--- src/rtl/nfc_arb_pkg.sv ---
// Shared types for the MFRC522 command-port arbiter: FSM states, owner encoding
// and the latched command record.
package nfc_arb_pkg;

  typedef enum logic [1:0] {
    IDLE      = 2'd0,
    ISSUE     = 2'd1,
    WAIT_DONE = 2'd2,
    HOLD      = 2'd3
  } arb_state_t;

  typedef enum logic [1:0] {
    OWN_NONE = 2'b00,
    OWN_DET  = 2'b01,
    OWN_AUTH = 2'b10
  } owner_t;

  typedef struct packed {
    logic       write;
    logic [5:0] addr;
    logic [7:0] wdata;
  } nfc_cmd_t;

  function automatic logic [31:0] sat_inc32(input logic [31:0] v);
    return (v == 32'hFFFF_FFFF) ? v : v + 32'd1;
  endfunction

endpackage

--- src/rtl/nfc_cmd_arbiter.sv ---
// Registered arbiter sharing the MFRC522 register-command port between the card
// detector (DET) and the auth controller (AUTH), with ownership lock, done watchdog
// and starvation guard.
module nfc_cmd_arbiter
  import nfc_arb_pkg::*;
#(
  parameter logic [31:0] DONE_TIMEOUT_CYCLES = 32'd4096,
  parameter logic [31:0] LOCK_IDLE_CYCLES    = 32'd2048,
  parameter logic [3:0]  MAX_CONSEC_AUTH     = 4'd8
) (
  input  logic       clk,
  input  logic       rst_n,
  input  logic       det_cmd_valid,
  output logic       det_cmd_ready,
  input  logic       det_cmd_write,
  input  logic [5:0] det_cmd_addr,
  input  logic [7:0] det_cmd_wdata,
  input  logic       det_cmd_lock,
  output logic [7:0] det_cmd_rdata,
  output logic       det_cmd_done,
  output logic       det_cmd_error,
  input  logic       auth_cmd_valid,
  output logic       auth_cmd_ready,
  input  logic       auth_cmd_write,
  input  logic [5:0] auth_cmd_addr,
  input  logic [7:0] auth_cmd_wdata,
  input  logic       auth_cmd_lock,
  output logic [7:0] auth_cmd_rdata,
  output logic       auth_cmd_done,
  output logic       auth_cmd_error,
  output logic       nfc_cmd_valid,
  input  logic       nfc_cmd_ready,
  output logic       nfc_cmd_write,
  output logic [5:0] nfc_cmd_addr,
  output logic [7:0] nfc_cmd_wdata,
  input  logic [7:0] nfc_cmd_rdata,
  input  logic       nfc_cmd_done,
  output logic [1:0] owner,
  output logic       timeout_pulse
);

  arb_state_t  state_q;
  owner_t      owner_q;
  nfc_cmd_t    cmd_q;
  logic        lock_q;
  logic [31:0] cnt_q;
  logic [31:0] cnt_d;
  logic [3:0]  consec_q;
  logic [1:0]  req_q;
  logic        det_done_q, det_err_q, auth_done_q, auth_err_q, tmo_q;
  logic [7:0]  det_rdata_q, auth_rdata_q;

  logic grant_det, grant_auth;
  logic det_elig, auth_elig;
  logic issuing, wd_expire, idle_expire;
  logic own_valid, own_lock;

  // A request must have been seen on the previous edge before it can be granted,
  // which keeps valid->ready latency at one cycle or more.
  assign det_elig    = det_cmd_valid  & req_q[0];
  assign auth_elig   = auth_cmd_valid & req_q[1];
  assign cnt_d       = sat_inc32(cnt_q);
  assign wd_expire   = (cnt_d >= DONE_TIMEOUT_CYCLES);
  assign idle_expire = (cnt_d >= LOCK_IDLE_CYCLES);
  assign own_valid   = (owner_q == OWN_DET) ? det_cmd_valid : auth_cmd_valid;
  assign own_lock    = (owner_q == OWN_DET) ? det_cmd_lock  : auth_cmd_lock;

  always_comb begin
    grant_det  = 1'b0;
    grant_auth = 1'b0;
    case (state_q)
      IDLE: begin
        if (det_elig && auth_elig) begin
          if (consec_q >= MAX_CONSEC_AUTH) grant_det = 1'b1;
          else                             grant_auth = 1'b1;
        end else begin
          grant_det  = det_elig;
          grant_auth = auth_elig;
        end
      end
      HOLD: begin
        grant_det  = (owner_q == OWN_DET)  && det_elig;
        grant_auth = (owner_q == OWN_AUTH) && auth_elig;
      end
      default: ;
    endcase
  end

  assign det_cmd_ready  = grant_det;
  assign auth_cmd_ready = grant_auth;

  assign issuing        = (state_q == ISSUE);
  assign nfc_cmd_valid  = issuing;
  assign nfc_cmd_write  = issuing & cmd_q.write;
  assign nfc_cmd_addr   = issuing ? cmd_q.addr  : 6'd0;
  assign nfc_cmd_wdata  = issuing ? cmd_q.wdata : 8'd0;

  assign owner          = owner_q;
  assign timeout_pulse  = tmo_q;
  assign det_cmd_done   = det_done_q;
  assign det_cmd_error  = det_err_q;
  assign det_cmd_rdata  = det_rdata_q;
  assign auth_cmd_done  = auth_done_q;
  assign auth_cmd_error = auth_err_q;
  assign auth_cmd_rdata = auth_rdata_q;

  always_ff @(posedge clk or negedge rst_n) begin
    if (!rst_n) begin
      state_q      <= IDLE;
      owner_q      <= OWN_NONE;
      cmd_q        <= '0;
      lock_q       <= 1'b0;
      cnt_q        <= 32'd0;
      consec_q     <= 4'd0;
      req_q        <= 2'b00;
      det_done_q   <= 1'b0;
      det_err_q    <= 1'b0;
      det_rdata_q  <= 8'd0;
      auth_done_q  <= 1'b0;
      auth_err_q   <= 1'b0;
      auth_rdata_q <= 8'd0;
      tmo_q        <= 1'b0;
    end else begin
      det_done_q   <= 1'b0;
      det_err_q    <= 1'b0;
      det_rdata_q  <= 8'd0;
      auth_done_q  <= 1'b0;
      auth_err_q   <= 1'b0;
      auth_rdata_q <= 8'd0;
      tmo_q        <= 1'b0;
      req_q        <= {auth_cmd_valid, det_cmd_valid};

      if (grant_det || grant_auth) begin
        cmd_q   <= grant_det ? nfc_cmd_t'{det_cmd_write, det_cmd_addr, det_cmd_wdata}
                             : nfc_cmd_t'{auth_cmd_write, auth_cmd_addr, auth_cmd_wdata};
        lock_q  <= grant_det ? det_cmd_lock : auth_cmd_lock;
        owner_q <= grant_det ? OWN_DET : OWN_AUTH;
        state_q <= ISSUE;
        cnt_q   <= 32'd0;
        // Starvation guard: count AUTH wins that happen while DET is asking.
        if (grant_det)                                  consec_q <= 4'd0;
        else if (det_cmd_valid && (consec_q != 4'hF))   consec_q <= consec_q + 4'd1;
      end else begin
        case (state_q)
          ISSUE: begin
            if (nfc_cmd_ready) begin
              state_q <= WAIT_DONE;
              cnt_q   <= 32'd0;
            end
          end
          WAIT_DONE: begin
            if (nfc_cmd_done || wd_expire) begin
              // A real done in the expiry cycle still counts as a clean completion.
              if (owner_q == OWN_DET) begin
                det_done_q  <= 1'b1;
                det_err_q   <= ~nfc_cmd_done;
                det_rdata_q <= nfc_cmd_done ? nfc_cmd_rdata : 8'd0;
              end else begin
                auth_done_q  <= 1'b1;
                auth_err_q   <= ~nfc_cmd_done;
                auth_rdata_q <= nfc_cmd_done ? nfc_cmd_rdata : 8'd0;
              end
              tmo_q <= ~nfc_cmd_done;
              cnt_q <= 32'd0;
              if (lock_q) begin
                state_q <= HOLD;
              end else begin
                state_q <= IDLE;
                owner_q <= OWN_NONE;
              end
            end else begin
              cnt_q <= cnt_d;
            end
          end
          HOLD: begin
            if (!own_lock && !own_valid) begin
              state_q <= IDLE;
              owner_q <= OWN_NONE;
              cnt_q   <= 32'd0;
            end else if (idle_expire) begin
              tmo_q   <= 1'b1;
              state_q <= IDLE;
              owner_q <= OWN_NONE;
              cnt_q   <= 32'd0;
            end else begin
              cnt_q <= cnt_d;
            end
          end
          default: cnt_q <= 32'd0;
        endcase
      end
    end
  end

endmodule

--- config.mk ---
export PLATFORM = sky130hd
export DESIGN_NAME = nfc_cmd_arbiter
export DESIGN_NICKNAME = d
export VERILOG_FILES = /design/src/rtl/nfc_arb_pkg.sv /design/src/rtl/nfc_cmd_arbiter.sv
export SDC_FILE = /design/constraint.sdc
export NUM_CORES = 1
export LEC_CHECK = 0
export ABC_AREA = 1
export BUFFER_PORTS_ARGS = -buffer_cell sky130_fd_sc_hd__buf_4
export CAP_MARGIN = 0
export CELL_PAD_IN_SITES_DETAIL_PLACEMENT = 2
export CELL_PAD_IN_SITES_GLOBAL_PLACEMENT = 2
export CORE_ASPECT_RATIO = 0.6
export CORE_MARGIN = 2
export CORE_UTILIZATION = 28
export CTS_BUF_LIST = sky130_fd_sc_hd__clkbuf_4
export DETAILED_ROUTE_END_ITERATION = 12
export GPL_TIMING_DRIVEN = 1
export PLACE_DENSITY_LB_ADDON = 0.1
export SETUP_SLACK_MARGIN = 0.3
export SLEW_MARGIN = 20
export SYNTH_ARGS = -nofsm -noshare
export SYNTH_HDL_FRONTEND = slang
export SYNTH_SLANG_ARGS = --single-unit
--- constraint.sdc ---
create_clock -name clk -period 2.2 [get_ports clk]
set_input_delay 0.44 -clock clk [delete_from_list [all_inputs] [get_ports clk]]
set_output_delay 0.44 -clock clk [all_outputs]
set_load 0.05 [all_outputs]
# Yosys cells after proc, flatten, opt, wreduce, memory -nomap -nowiden
# Index checks and enable logic that the tools add are counted.
# totals
register_bits,79
elab_cells,115
in_bits,46
output_inout_bits,41
# op_classes
order_cmp,3
addsub,2
muxes,63
n_reduce_logical,16
eq_ne,11
n_bitwise,4
# op_table
operator,count
2-to-1 mux 32 bit,6
case mux 32 bit (3 select lines),1
2-to-1 mux 8 bit,10
"adder 32 x 1 -> 32 bit, second input constant",1
"equality test 32 bit, second input constant",1
">= comparator 32 x 12 -> 1 bit, second input constant",1
">= comparator 32 x 13 -> 1 bit, second input constant",1
2-to-1 mux 1 bit,27
2-to-1 mux 2 bit,10
2-to-1 mux 15 bit,1
2-to-1 mux 4 bit,2
"inequality test 4 bit, second input constant",2
AND reduction 4 bit,2
"equality test 2 bit, second input constant",3
2-to-1 mux 6 bit,1
"inequality test 3 bit, second input constant",2
case mux 1 bit (2 select lines),3
case mux 2 bit (3 select lines),1
logical AND 1 bit,5
"adder 4 x 1 -> 4 bit, second input constant",1
"equality test 2 x 1 -> 1 bit, second input constant",2
">= comparator 4 bit, second input constant",1
case mux 2 bit (2 select lines),1
nonzero test 4 bit,1
9 further kinds,13

# Longest topological paths before layout
# Gate-level depths: netlist (run 1).
# depth
ltp_word,7
ltp_mapped,18
ltp_nobuf,16

# Worst setup path after synthesis (run 1)
# Ideal clock, no wire load.
# synth_path
path_type,register -> output
startpoint,reg owner_q[0] (netlist: owner[0])
endpoint,out det_cmd_ready
setup_slack_ps,-333
path_stages_with_launch,8
n_path_buf,1
required_time_ps,1760
t_arrival_ps,2093
path_cell_list,dfrtp_1 inv_1 nor2_1 inv_1 o21ai_0 nand4_1 clkinv_1 clkbuf_1
# synth_between
elab_chain_cells,3
# synth_rtl
element,line_no,rtl
"start, declared",nfc_cmd_arbiter.sv:43,owner_t owner_q;
"start signal, assigned",nfc_cmd_arbiter.sv:137,owner_q <= grant_det ? OWN_DET : OWN_AUTH;
equality test 2 x 1 -> 1 bit,nfc_cmd_arbiter.sv:82,grant_det = (owner_q == OWN_DET) && det_elig;
logical AND 1 bit,nfc_cmd_arbiter.sv:82,
case mux 1 bit (2 select lines),nfc_cmd_arbiter.sv:71,case (state_q)
"end, declared",nfc_cmd_arbiter.sv:14,"output logic det_cmd_ready,"
# Every way passes these cells.

# Worst setup path in the final report (run 1)
# layout_path
startpoint,reg cnt_q[1]
endpoint,reg state_q[0]
# layout_between
elab_chain_cells,6
word_cells_on_any_way,9
classes_between,add/sub: 1; order compare: 2; eq/ne: 3; mux: 1; reduce/logical: 2
# layout_rtl
element,line_no,rtl
"start, declared",nfc_cmd_arbiter.sv:46,logic [31:0] cnt_q;
"start signal, assigned",nfc_cmd_arbiter.sv:172,cnt_q <= cnt_d;
"start signal, assigned",nfc_cmd_arbiter.sv:186,cnt_q <= cnt_d;
adder 32 x 1 -> 32 bit or equality test 32 bit (tied branches),nfc_arb_pkg.sv:25,return (v == 32'hFFFF_FFFF) ? v : v + 32'd1;
2-to-1 mux 32 bit *,nfc_arb_pkg.sv:25,
>= comparator 32 x 13 -> 1 bit,nfc_cmd_arbiter.sv:63,assign wd_expire = (cnt_d >= DONE_TIMEOUT_CYCLES);
logical OR 1 bit,nfc_cmd_arbiter.sv:152,if (nfc_cmd_done || wd_expire) begin
inequality test 3 bit (no line),-,
AND reduction 4 bit (no line) *,-,
"end signal, assigned",nfc_cmd_arbiter.sv:147,state_q <= WAIT_DONE;
"end signal, assigned",nfc_cmd_arbiter.sv:166,state_q <= HOLD;
"end signal, assigned",nfc_cmd_arbiter.sv:168,state_q <= IDLE;
"end, declared",nfc_cmd_arbiter.sv:42,arb_state_t state_q;
# Every way passes the cells marked *; elsewhere a longest branch is shown, timed or not.
# A chain may end at the register's enable or synchronous reset.

==> reports/summary.log, run 1 <==
[finish] fin area 0.00712 mm²
[place] port bufs 86
[finish] antenna fix cells 0
[cts] clock transition time at the flip-flop clock pins of the worst setup and hold paths 0.16 ns
[finish] Area Growth Syn to Fin 56.8%
[cts] clock latency of the later-clocked register in the worst-skew pair 0.46 ns
[grt] pin count of the biggest net entering global routing 46
[cts] Root Driver sky130_fd_sc_hd__clkbuf_4
[logic_synthesis] post-synthesis compound-gate area fraction 0.0595
[logic_synthesis] count of flip-flops with a built-in enable after synthesis 0
[hold_path] class of the worst hold path primary input to flip-flop
[critical_path] Worst Setup Start Kind flip-flop
[critical_path] Largest stage delay, worst path 0.38 ns
[finish] Final Non-Filler Cells 1064
[timing] transition at the pin with the smallest max-transition slack 0.514 ns
[cts] number of buffers between clock root and the deepest sink 2
[critical_path] family of cells with the greatest summed delay on the critical path simple AND/OR/NAND/NOR gates
[outcome] violated checks setup timing
[cts] H-tree levels 3
[critical_path] path depth of the worst reg2reg path 15
[logic_synthesis] cell count after synthesis 655
[logic_synthesis] Post-Synthesis Mean Instance Area 6.94 µm²
[timing] Final setup viols 28
[finish] area of combinational cells with multiple inputs 0.00262 mm²
[finish] Filler Cell Count 1829
[routing] iteration count of the initial detailed-routing pass 4
[routing] WL/cell 20.3 µm
[logic_synthesis] mux contribution to synthesized area 0
[logic_synthesis] share of flip-flops with an asynchronous set or reset after synthesis 1.00
[timing] relative slew slack 0.656
[timing] peak clock frequency supported by timing 0.395 GHz
[cts] TritonCTS clock tree yes
[logic_synthesis] XOR/XNOR share of the synthesized area 0.0231
[timing] Clock Skew 0.0289 ns
[finish] layout net count 903
[grt] Overflow after GRT 0
[logic_synthesis] combinational family with the most area after synthesis simple AND/OR/NAND/NOR gates
[critical_path] standard cell with the maximum stage delay on the critical path sky130_fd_sc_hd__dfrtp_1
[critical_path] CP Class flip-flop to flip-flop
[timing] part of the cycle the worst path needs 1.15
[finish] utilization after layout 0.444
[logic_synthesis] most instantiated flip-flop cell in the synthesis netlist sky130_fd_sc_hd__dfrtp_1
[grt] global-route usage over all layers 0.247
[critical_path] number of buffer and inverter stages on the critical path 3
[timing] hold violation count in the final report 0
[timing] unrepaired setup endpoints after global routing true
[logic_synthesis] Ys Warns 0
[grt] antenna violations before repair 0
[logic_synthesis] part of the Yosys area used for sequential elements 0.435
[logic_synthesis] number of library cell types mapped by synthesis 35
[outcome] outcome finished, violations left
[power_and_ir_drop] total power divided by cell area 763 mW/mm²
[timing] final number of max-transition violations 0
[die] die area 0.0173 mm²
[critical_path] series of cell instances along the critical path buf_4, ha_4, inv_4, nor2_4, nand2_4, nor2_4, xor2_2, nand3_1, nor2_1, nand2_1, nor2_2, nand4_1, buf_4, nand4_1, nand2_1
[power_and_ir_drop] worst-case vdd ir drop 0.000556 V
[die] Top Ports 87
[logic_synthesis] syn_nets 708
[die] chip width 168 µm
[critical_path] type of element capturing the critical path flip-flop
[critical_path] Crit. path cell count 15
[logic_synthesis] simple-gate share of the synthesized area 0.379
[critical_path] arrival time at the worst endpoint 2.89 ns
[finish] share of cells above drive strength 1 0.396
[hold_path] number of cells on the worst hold path 1
[place] gpl congestion 0.858
[die] # rows 36
[cts] number of buffers created by CTS 9
[grt] number of global-route vias before repair 5542
[critical_path] required time reported for the critical path endpoint 2.56 ns
[cts] Num Clock Sinks 79
[die] area inside the core boundary 0.0160 mm²
[critical_path] maximum fanout along the worst path 4
[place] half-perimeter wire length of the detailed placement result 15800 µm
[grt] global-route wire length before repair 32000 µm
[logic_synthesis] Post-Synthesis Cell Area 0.00454 mm²
[routing] Post-DRT Antenna Nets 0
[place] total placed instance area 0.00611 mm²
[die] effective utilization at floorplan 0.283
[timing] final setup TNS -6.18 ns
[routing] Iteration-0 DRC Markers 290
[finish] area occupied by registers 0.00198 mm²
[place] Place WS -0.391 ns
[routing] average via count per standard cell 4.80
[place] # placed instances 1017
[job] max-cap violation count 0
[timing] worst setup slack after layout -0.333 ns
[routing] detailed-route DRC error count 0
[logic_synthesis] fraction of the mapped netlist area in adder cells 0.0193
[routing] count of vias placed by the detailed router 5108
[logic_synthesis] synthesized flop and latch total 79
[die] height of the chip 103 µm
[timing] crit path time final 2.53 ns
[routing] routed wire length 21600 µm
[power_and_ir_drop] Leakage 0.00365 µW
-- kinds of logic after synthesis --
group / count (synthesis)
XOR/XNOR: 12
AO/OA/AOI/OAI: 51
AND/OR/NAND/NOR: 414
flip-flops: 79
adder cells (fa/ha/maj): 7
buffers and inverters: 92
-- layer usage --
layer | part of all wire | global-route usage | up-vias
met5 | 0 | 0 | -
met4 | 0.0053 | 0.0351 | 0
met3 | 0.054 | 0.0534 | 9
met2 | 0.45 | 0.389 | 98
met1 | 0.49 | 0.358 | 2569
li1 | - | - | 2432
-- worst reg2reg max path: stages (launching register included) --
cell and delay [ns]:
sky130_fd_sc_hd__dfrtp_1 0.38, sky130_fd_sc_hd__buf_4 0.12, sky130_fd_sc_hd__ha_4 0.17, sky130_fd_sc_hd__inv_4 0.05, sky130_fd_sc_hd__nor2_4 0.15, sky130_fd_sc_hd__nand2_4 0.08, sky130_fd_sc_hd__nor2_4 0.23, sky130_fd_sc_hd__xor2_2 0.24
sky130_fd_sc_hd__nand3_1 0.11, sky130_fd_sc_hd__nor2_1 0.10, sky130_fd_sc_hd__nand2_1 0.07, sky130_fd_sc_hd__nor2_2 0.15, sky130_fd_sc_hd__nand4_1 0.22, sky130_fd_sc_hd__buf_4 0.22, sky130_fd_sc_hd__nand4_1 0.08, sky130_fd_sc_hd__nand2_1 0.07
-- placed cells by master, fill, tap and decap left out, types with 3 or more instances in the layout --
master                       count
sky130_fd_sc_hd__xor2_1          8
sky130_fd_sc_hd__o21ai_0        35
sky130_fd_sc_hd__dfrtp_2         5
sky130_fd_sc_hd__clkinvlp_4     13
sky130_fd_sc_hd__nor2_1         99
sky130_fd_sc_hd__nand2_1       183
sky130_fd_sc_hd__nand3_2        10
sky130_fd_sc_hd__nand3_1        36
sky130_fd_sc_hd__buf_12          5
sky130_fd_sc_hd__nor2_4         11
sky130_fd_sc_hd__ha_1            3
sky130_fd_sc_hd__nand2_4        21
sky130_fd_sc_hd__nor2_2         24
sky130_fd_sc_hd__nand4_1        11
sky130_fd_sc_hd__buf_4         168
sky130_fd_sc_hd__inv_6           3
sky130_fd_sc_hd__dfrtp_1        74
sky130_fd_sc_hd__inv_2          11
sky130_fd_sc_hd__inv_1          49
sky130_fd_sc_hd__clkbuf_4        9
sky130_fd_sc_hd__buf_6           6
sky130_fd_sc_hd__buf_8          20
sky130_fd_sc_hd__a21oi_1         6
sky130_fd_sc_hd__nand2_2        10
-- path summary, 6_finish.rpt --
check,startpoint,endpoint,slack [ns]
hold / removal,auth_cmd_valid,req_q[1],0.13
hold reg to reg,cnt_q[15],cnt_q[15],0.57
setup reg to reg,cnt_q[1],state_q[0],-0.33
min in group asynchronous,rst_n,cnt_q[13],0.45
max in group asynchronous,rst_n,owner[0],1.08
setup / recovery,cnt_q[1],state_q[0],-0.33
-- cell type report --
cell class	count	area share
clock buffers	9	0.00949
clock inverters	7	0.00861
inverters	74	0.0457
multi-input cells	484	0.368
flip-flops and latches	79	0.278
well taps	209	0.0367
repair buffers	202	0.253
-- sequential cells by signal (all words and copies together) (netlist names), 2 cells and up --
register        cells
cnt_q              32
det_cmd_rdata       8
owner               2
state_q             2
auth_cmd_rdata      8
req_q               2
consec_q            4
cmd_q              15
-- synth_stat cells (2+ instances only) --
cell type | n | area [µm²]
sky130_fd_sc_hd__nand2_1 | 210 | 788
sky130_fd_sc_hd__dfrtp_1 | 79 | 1980
sky130_fd_sc_hd__nor2_2 | 4 | 25.0
sky130_fd_sc_hd__nor3_1 | 2 | 10.0
sky130_fd_sc_hd__xor2_1 | 10 | 87.6
sky130_fd_sc_hd__ha_1 | 7 | 87.6
sky130_fd_sc_hd__nor3_2 | 2 | 20.0
sky130_fd_sc_hd__a21oi_1 | 6 | 30.0
sky130_fd_sc_hd__inv_1 | 72 | 270
sky130_fd_sc_hd__nand2_2 | 4 | 25.0
sky130_fd_sc_hd__buf_2 | 2 | 10.0
sky130_fd_sc_hd__a211oi_1 | 2 | 15.0
sky130_fd_sc_hd__nand3_1 | 46 | 230
sky130_fd_sc_hd__nor2_1 | 127 | 477
sky130_fd_sc_hd__o21ai_0 | 37 | 185
sky130_fd_sc_hd__nand4_1 | 11 | 68.8
sky130_fd_sc_hd__nand3_2 | 2 | 20.0
sky130_fd_sc_hd__clkbuf_8 | 2 | 27.5
sky130_fd_sc_hd__xnor2_1 | 2 | 17.5
sky130_fd_sc_hd__clkbuf_1 | 11 | 41.3
sky130_fd_sc_hd__nor2_4 | 3 | 33.8
-- repair_timing --
action | 4_1_cts | 5_1_grt
endpoints found under the setup margin | 94 | 95
setup buffers | 21 | 7
pin swaps | 14 | 12
gates resized for setup | 80 | 90
cloned | 2 | 0
hold buffers | 1 | 0
hold endpoints to repair | 34 | 0
-- through the flow --
step	hold slack, ns	power, µW
final	0.131	5430
after global routing	0.0892	5750
after CTS	0.0834	5210
after detailed placement	0.447	4010
after global placement	0.438	3860
after floorplan	0.144	3170
-- power breakdown --
group	internal, µW	switching (µW)
Clock	254	640
Combinational	944	1610
Sequential	1710	275
(Power assumes the default switching activity.)
==> run 2: changes to the inputs <==
--- a/config.mk
+++ b/config.mk
@@ -17,7 +17,6 @@
 export DETAILED_ROUTE_END_ITERATION = 12
 export GPL_TIMING_DRIVEN = 1
 export PLACE_DENSITY_LB_ADDON = 0.1
-export SETUP_SLACK_MARGIN = 0.3
 export SLEW_MARGIN = 20
 export SYNTH_ARGS = -nofsm -noshare
 export SYNTH_HDL_FRONTEND = slang
==> run 2 against run 1 <==
Against the previous run:
- the flow still finishes with violations (setup timing)
- combinational power is 13% lower
- clock power increased by 13%
- count of clock-buffer cells in the layout stayed put
- total power fell by 5.7%
- wire length fell by 9.5%
- global-route usage decreased by 1.4 points
- cell count shrank 0.94%
- critical path type unchanged
- largest cell class unchanged
- largest power group unchanged
==> reports/summary.log, run 2 (synthesized netlist as in run 1, its figures left out) <==
[die] Top Ports 87
[timing] Clock Skew 0.0200 ns
[finish] share of cells above drive strength 1 0.364
[power_and_ir_drop] combinational share of power 0.436
[routing] WL/cell 18.5 µm
[critical_path] arrival time at the worst endpoint 2.86 ns
[cts] clock latency of the later-clocked register in the worst-skew pair 0.46 ns
[finish] register containing the most flip-flops in the final layout cnt_q
[die] # rows 36
[finish] layout net count 893
[finish] number of flip-flops under the largest register name 32
[grt] global-route wire length before repair 30600 µm
[grt] global-route usage over all layers 0.233
[cts] number of buffers between clock root and the deepest sink 2
[finish] antenna fix cells 0
[power_and_ir_drop] part of the power in registers 0.366
[timing] crit path time final 2.46 ns
[die] chip width 168 µm
[die] area inside the core boundary 0.0160 mm²
[finish] Filler Cell Count 1892
[outcome] violated checks setup timing
[timing] Final setup viols 23
[die] die area 0.0173 mm²
[critical_path] Worst Setup Start Kind flip-flop
[finish] most frequent cells in the layout sky130_fd_sc_hd__nand2_1, sky130_fd_sc_hd__buf_4, sky130_fd_sc_hd__nor2_1, sky130_fd_sc_hd__dfrtp_1, sky130_fd_sc_hd__inv_1
[timing] worst setup slack after layout -0.256 ns
[timing] peak clock frequency supported by timing 0.407 GHz
[cts] H-tree levels 3
[critical_path] Crit Reg-Reg Endpoint cnt_q[3]
[finish] Area Growth Syn to Fin 47.9%
[hold_path] number of cells on the worst hold path 1
[hold_path] worst hold endpoint req_q[1]
[timing] final number of max-transition violations 0
[place] gpl congestion 0.883
[power_and_ir_drop] total power divided by cell area 763 mW/mm²
[outcome] outcome finished, violations left
[power_and_ir_drop] Leakage 0.00347 µW
[routing] Iteration-0 DRC Markers 202
[place] port bufs 86
[routing] average via count per standard cell 4.75
[finish] Final Non-Filler Cells 1054
[timing] hold violation count in the final report 0
[power_and_ir_drop] switching power of the nets 2260 µW
[grt] pin count of the biggest net entering global routing 41
[cts] TritonCTS clock tree yes
[timing] transition at the pin with the smallest max-transition slack 0.365 ns
[power_and_ir_drop] worst-case vdd ir drop 0.000300 V
[cts] clock transition time at the flip-flop clock pins of the worst setup and hold paths 0.16 ns
[cts] Num Clock Sinks 79
[die] height of the chip 103 µm
[grt] number of global-route vias before repair 5376
[cts] number of buffers created by CTS 9
[timing] final setup TNS -4.57 ns
[critical_path] CP Class flip-flop to flip-flop
[critical_path] register-to-register path setup slack -0.26 ns
[critical_path] path depth of the worst reg2reg path 15
[critical_path] required time reported for the critical path endpoint 2.60 ns
[timing] unrepaired setup endpoints after global routing true
[routing] Post-DRT Antenna Nets 0
[critical_path] maximum fanout along the worst path 11
[routing] routed wire length 19500 µm
[job] max-cap violation count 0
[grt] antenna violations before repair 0
[finish] leading cell type in the layout, fill and taps excluded sky130_fd_sc_hd__nand2_1
[grt] Overflow after GRT 0
[finish] largest registers ranked by flip-flop count cnt_q: 32 flops, cmd_q: 15 flops
[power_and_ir_drop] Int Power 2860 µW
[timing] relative slew slack 0.757
[power_and_ir_drop] total power of the final layout 5120 µW
[timing] part of the cycle the worst path needs 1.12
[place] # placed instances 1008
[routing] iteration count of the initial detailed-routing pass 4
[place] half-perimeter wire length of the detailed placement result 14700 µm
[hold_path] Worst Hold Launch auth_cmd_valid
[hold_path] class of the worst hold path primary input to flip-flop
[critical_path] worst reg2reg startpoint cnt_q[10]
[power_and_ir_drop] clock network power share 0.198
[routing] count of vias placed by the detailed router 5008
[critical_path] type of element capturing the critical path flip-flop
[cts] Root Driver sky130_fd_sc_hd__clkbuf_4
[power_and_ir_drop] Switching Fraction 0.442
[place] Place WS -0.378 ns
[routing] detailed-route DRC error count 0
[die] effective utilization at floorplan 0.283
[run 2: worst max path at each step]
stage	start	endpoint	slack [ns]	cells past startpoint
5_1_grt	cnt_q[10]	cnt_q[11]	-0.49	13
6_report	cnt_q[10]	cnt_q[3]	-0.26	15
2_1_floorplan	owner[0]	det_cmd_ready	-0.05	7
4_1_cts	cnt_q[7]	cnt_q[10]	-0.17	16
3_5_place_dp	cnt_q[1]	cnt_q[8]	-0.38	16
3_3_place_gp	cnt_q[0]	cnt_q[0]	-0.33	15
[run 2: per-layer routing]
layer | GRT usage | vias up | share of wire
met1 | 0.352 | 2535 | 0.53
met2 | 0.363 | 65 | 0.44
li1 | - | 2402 | -
met5 | 0 | - | 0
met3 | 0.0334 | 6 | 0.028
met4 | 0.0298 | 0 | 0.0038
[run 2: layout make-up]
type                       count  area [µm²]  share of cell area
multi-input combinational    484        2480               0.369
clock inverter                 7        83.8              0.0125
tap                          209         262              0.0389
inverter                      74         280              0.0417
sequential                    79        1990               0.296
timing repair buffer         192        1560               0.232
clock buffer                   9        67.6              0.0101
[run 2: what timing repair did]
action	CTS	global route
gates cloned	1	0
pin swaps	13	21
resized for setup	69	54
setup buffers	17	11
setup endpoints to repair	38	75
hold buffers	1	0
hold endpoints to repair	23	0
[run 2: through the flow]
stage                util  hold WS [ns]  cell area, µm²
finish              0.419         0.111            6720
global route        0.419        0.0796            6720
CTS                 0.403        0.0892            6460
detailed placement  0.371         0.387            5950
global placement    0.371         0.383            5950
floorplan               -         0.144            4550
[run 2: critical path: stages (launching register included)]
cell                      delay [ns]
sky130_fd_sc_hd__dfrtp_1        0.47
sky130_fd_sc_hd__nand2_2        0.14
sky130_fd_sc_hd__nor2_1         0.17
sky130_fd_sc_hd__nand2_1        0.20
sky130_fd_sc_hd__nor2_2         0.18
sky130_fd_sc_hd__nand3_1        0.11
sky130_fd_sc_hd__nand2_2        0.13
sky130_fd_sc_hd__nand3_1        0.09
sky130_fd_sc_hd__nor2_1         0.11
sky130_fd_sc_hd__nand2_1        0.08
sky130_fd_sc_hd__nor2_2         0.15
sky130_fd_sc_hd__nand4_1        0.12
sky130_fd_sc_hd__nand2_2        0.14
sky130_fd_sc_hd__buf_12         0.14
sky130_fd_sc_hd__nand3_1        0.09
sky130_fd_sc_hd__nand2_1        0.07
[run 2: power by group through the flow]
stage                     clock, µW  sequential [µW]  combinational (µW)
after floorplan                   0             2040                1020
final                          1010             1880                2230
after detailed placement          0             1890                1950
after global routing           1100             1920                2460
after CTS                      1050             1870                2100
after global placement            0             1870                1870
==> run 3: changes to the inputs <==
--- a/config.mk
+++ b/config.mk
@@ -8,11 +8,11 @@
 export ABC_AREA = 1
 export BUFFER_PORTS_ARGS = -buffer_cell sky130_fd_sc_hd__buf_4
 export CAP_MARGIN = 0
-export CELL_PAD_IN_SITES_DETAIL_PLACEMENT = 2
-export CELL_PAD_IN_SITES_GLOBAL_PLACEMENT = 2
+export CELL_PAD_IN_SITES_DETAIL_PLACEMENT = 1
+export CELL_PAD_IN_SITES_GLOBAL_PLACEMENT = 1
 export CORE_ASPECT_RATIO = 0.6
 export CORE_MARGIN = 2
-export CORE_UTILIZATION = 28
+export CORE_UTILIZATION = 30
 export CTS_BUF_LIST = sky130_fd_sc_hd__clkbuf_4
 export DETAILED_ROUTE_END_ITERATION = 12
 export GPL_TIMING_DRIVEN = 1
==> run 3 against run 2 <==
Against the previous run:
- the flow still finishes with violations (setup timing)
- global-route usage decreased by 0.72 points
- total power decreased by 0.93%
- combinational power about the same
- wire length decreased by 7.4%
- critical endpoint is now state_q[0]
- largest power group unchanged
==> reports/summary.log, run 3 (synthesized netlist as in run 1, its figures left out) <==
[outcome] outcome finished, violations left
[outcome] violated checks setup timing
[grt] global-route wire length before repair 27900 µm
[grt] number of global-route vias before repair 5227
[die] area inside the core boundary 0.0146 mm²
[cts] Num Clock Sinks 79
[timing] unrepaired setup endpoints after global routing true
[critical_path] series of cell instances along the critical path ha_4, buf_4, nand2_4, nor2_4, buf_4, nand2_1, nand2_1, nor3_4, nand2_1, nor2_2, nand4_1, buf_6, nand4_1, nand2_1
[timing] worst setup slack after layout -0.150 ns
[critical_path] type of element capturing the critical path flip-flop
[critical_path] Largest stage delay, worst path 0.49 ns
[power_and_ir_drop] Int Power 2880 µW
[routing] routed wire length 18100 µm
[place] # placed instances 992
[finish] layout net count 905
[finish] Final Non-Filler Cells 1055
[grt] Overflow after GRT 0
[place] port bufs 86
[critical_path] standard cell with the maximum stage delay on the critical path sky130_fd_sc_hd__dfrtp_2
[power_and_ir_drop] total power of the final layout 5080 µW
[critical_path] path depth of the worst reg2reg path 14
[place] half-perimeter wire length of the detailed placement result 13000 µm
[finish] Filler Cell Count 1836
[grt] pin count of the biggest net entering global routing 80
[routing] detailed-route DRC error count 0
[timing] peak clock frequency supported by timing 0.425 GHz
[cts] clock latency of the later-clocked register in the worst-skew pair 0.47 ns
[die] height of the chip 99.3 µm
[routing] count of vias placed by the detailed router 4988
[die] Top Ports 87
[critical_path] Crit. path cell count 14
[job] max-cap violation count 0
[timing] final number of max-transition violations 0
[cts] number of buffers created by CTS 9
[finish] most frequent cells in the layout sky130_fd_sc_hd__buf_4, sky130_fd_sc_hd__nand2_1, sky130_fd_sc_hd__nor2_1, sky130_fd_sc_hd__dfrtp_1, sky130_fd_sc_hd__inv_1
[power_and_ir_drop] Switching Fraction 0.434
[routing] average via count per standard cell 4.73
[hold_path] number of cells on the worst hold path 1
[critical_path] Most Frequent Cell on Critical Path sky130_fd_sc_hd__nand2_1
[critical_path] register-to-register path setup slack -0.15 ns
[power_and_ir_drop] switching power of the nets 2200 µW
[power_and_ir_drop] Leakage 0.00364 µW
[finish] share of cells above drive strength 1 0.394
[die] effective utilization at floorplan 0.310
[hold_path] class of the worst hold path primary input to flip-flop
[timing] Clock Skew 0.0179 ns
[finish] largest registers ranked by flip-flop count cnt_q: 32 flops, cmd_q: 15 flops
[finish] antenna fix cells 0
[critical_path] CP Class flip-flop to flip-flop
[power_and_ir_drop] worst-case vdd ir drop 0.000439 V
[critical_path] Worst Setup Start Kind flip-flop
[timing] part of the cycle the worst path needs 1.07
[routing] WL/cell 17.1 µm
[grt] antenna violations before repair 0
[power_and_ir_drop] combinational share of power 0.435
[timing] relative slew slack 0.700
[timing] transition at the pin with the smallest max-transition slack 0.447 ns
[power_and_ir_drop] clock network power share 0.197
[die] # rows 34
[critical_path] required time reported for the critical path endpoint 2.56 ns
[finish] leading cell type in the layout, fill and taps excluded sky130_fd_sc_hd__buf_4
[routing] Post-DRT Antenna Nets 0
[critical_path] family of cells with the greatest summed delay on the critical path simple AND/OR/NAND/NOR gates
[die] die area 0.0162 mm²
[timing] hold violation count in the final report 0
[critical_path] arrival time at the worst endpoint 2.71 ns
[die] chip width 163 µm
[routing] Iteration-0 DRC Markers 242
[finish] number of flip-flops under the largest register name 32
[routing] iteration count of the initial detailed-routing pass 4
[place] gpl congestion 0.909
[cts] Root Driver sky130_fd_sc_hd__clkbuf_4
[critical_path] maximum fanout along the worst path 4
[cts] TritonCTS clock tree yes
[timing] crit path time final 2.35 ns
[cts] H-tree levels 3
[finish] Area Growth Syn to Fin 52.6%
[power_and_ir_drop] part of the power in registers 0.368
[finish] register containing the most flip-flops in the final layout cnt_q
[critical_path] number of buffer and inverter stages on the critical path 3
[cts] number of buffers between clock root and the deepest sink 2
[timing] Final setup viols 19
[cts] clock transition time at the flip-flop clock pins of the worst setup and hold paths 0.15 ns
[power_and_ir_drop] total power divided by cell area 732 mW/mm²
[grt] global-route usage over all layers 0.226
## run 3: cell count changes in the layout (fill, tap and decap cells not counted), moves of 3 or more
cell                      delta
sky130_fd_sc_hd__nand2_4     +6
sky130_fd_sc_hd__nand2_2     +4
sky130_fd_sc_hd__nand3_4     +3
sky130_fd_sc_hd__nor2_2      +3
sky130_fd_sc_hd__nor2_1      -8
sky130_fd_sc_hd__nor2_4      +5
sky130_fd_sc_hd__nand2_1    -10
sky130_fd_sc_hd__buf_4      +11
## run 3: timing repair
action / CTS / global route
resized for setup: 95 / 62
setup buffers: 34 / 12
hold buffers: 1 / 0
gates cloned: 1 / 1
hold endpoints to repair: 77 / 0
endpoints found under the setup margin: 38 / 55
pin swaps: 38 / 35
## run 3: per-layer routing
metal	global-route usage	vias to the layer above	share of wire
met1	0.349	2471	0.53
li1	-	2430	-
met5	0	-	0
met4	0.0490	0	0.0071
met2	0.327	77	0.43
met3	0.0392	10	0.037
## run 3: area by class of cell
cell class / count / area, µm² / share of cell area
clock inverter: 7 / 86.3 / 0.0125
inverter: 74 / 290 / 0.0419
timing repair buffer: 204 / 1660 / 0.240
tap: 198 / 248 / 0.0357
clock buffer: 9 / 67.6 / 0.00975
multi-input combinational: 484 / 2590 / 0.374
sequential: 79 / 1990 / 0.286
## run 3: through the flow
stage / hold WS [ns] / TNS (ns) / util / worst slack [ns] / instance area [µm²]
floorplan: 0.144 / -0.0544 / - / -0.0544 / 4550
global placement: 0.475 / -5.10 / 0.403 / -0.327 / 5900
detailed placement: 0.476 / -5.07 / 0.403 / -0.309 / 5900
CTS: 0.0804 / -1.11 / 0.452 / -0.113 / 6620
global route: 0.0707 / -5.66 / 0.474 / -0.303 / 6930
finish: 0.117 / -2.19 / 0.474 / -0.150 / 6930
## run 3: final timing paths
| kind | from | endpoint |
|---|---|---|
| worst max-delay path | cnt_q[0] | state_q[0] |
| worst min-delay path | auth_cmd_valid | req_q[1] |
| worst max register to register | cnt_q[0] | state_q[0] |
| worst min register to register | cmd_q[7] | cmd_q[7] |
| max in group asynchronous | rst_n | cnt_q[11] |
| min in group asynchronous | rst_n | cnt_q[0] |
## run 3: power by group through the flow
stage / clock (µW) / combinational (µW) / sequential (µW)
floorplan: 0 / 1020 / 2040
finish: 1000 / 2210 / 1870
detailed placement: 0 / 1890 / 1890
CTS: 1040 / 2050 / 1860
global placement: 0 / 1830 / 1870
global route: 1090 / 2420 / 1900
## run 3: worst reg2reg max path: cells and delay by family (launching register included)
family	cells	cell delay [ns]
simple gates	10	1.13
flops	1	0.49
buf+inv	3	0.44
fa+ha+maj	1	0.20
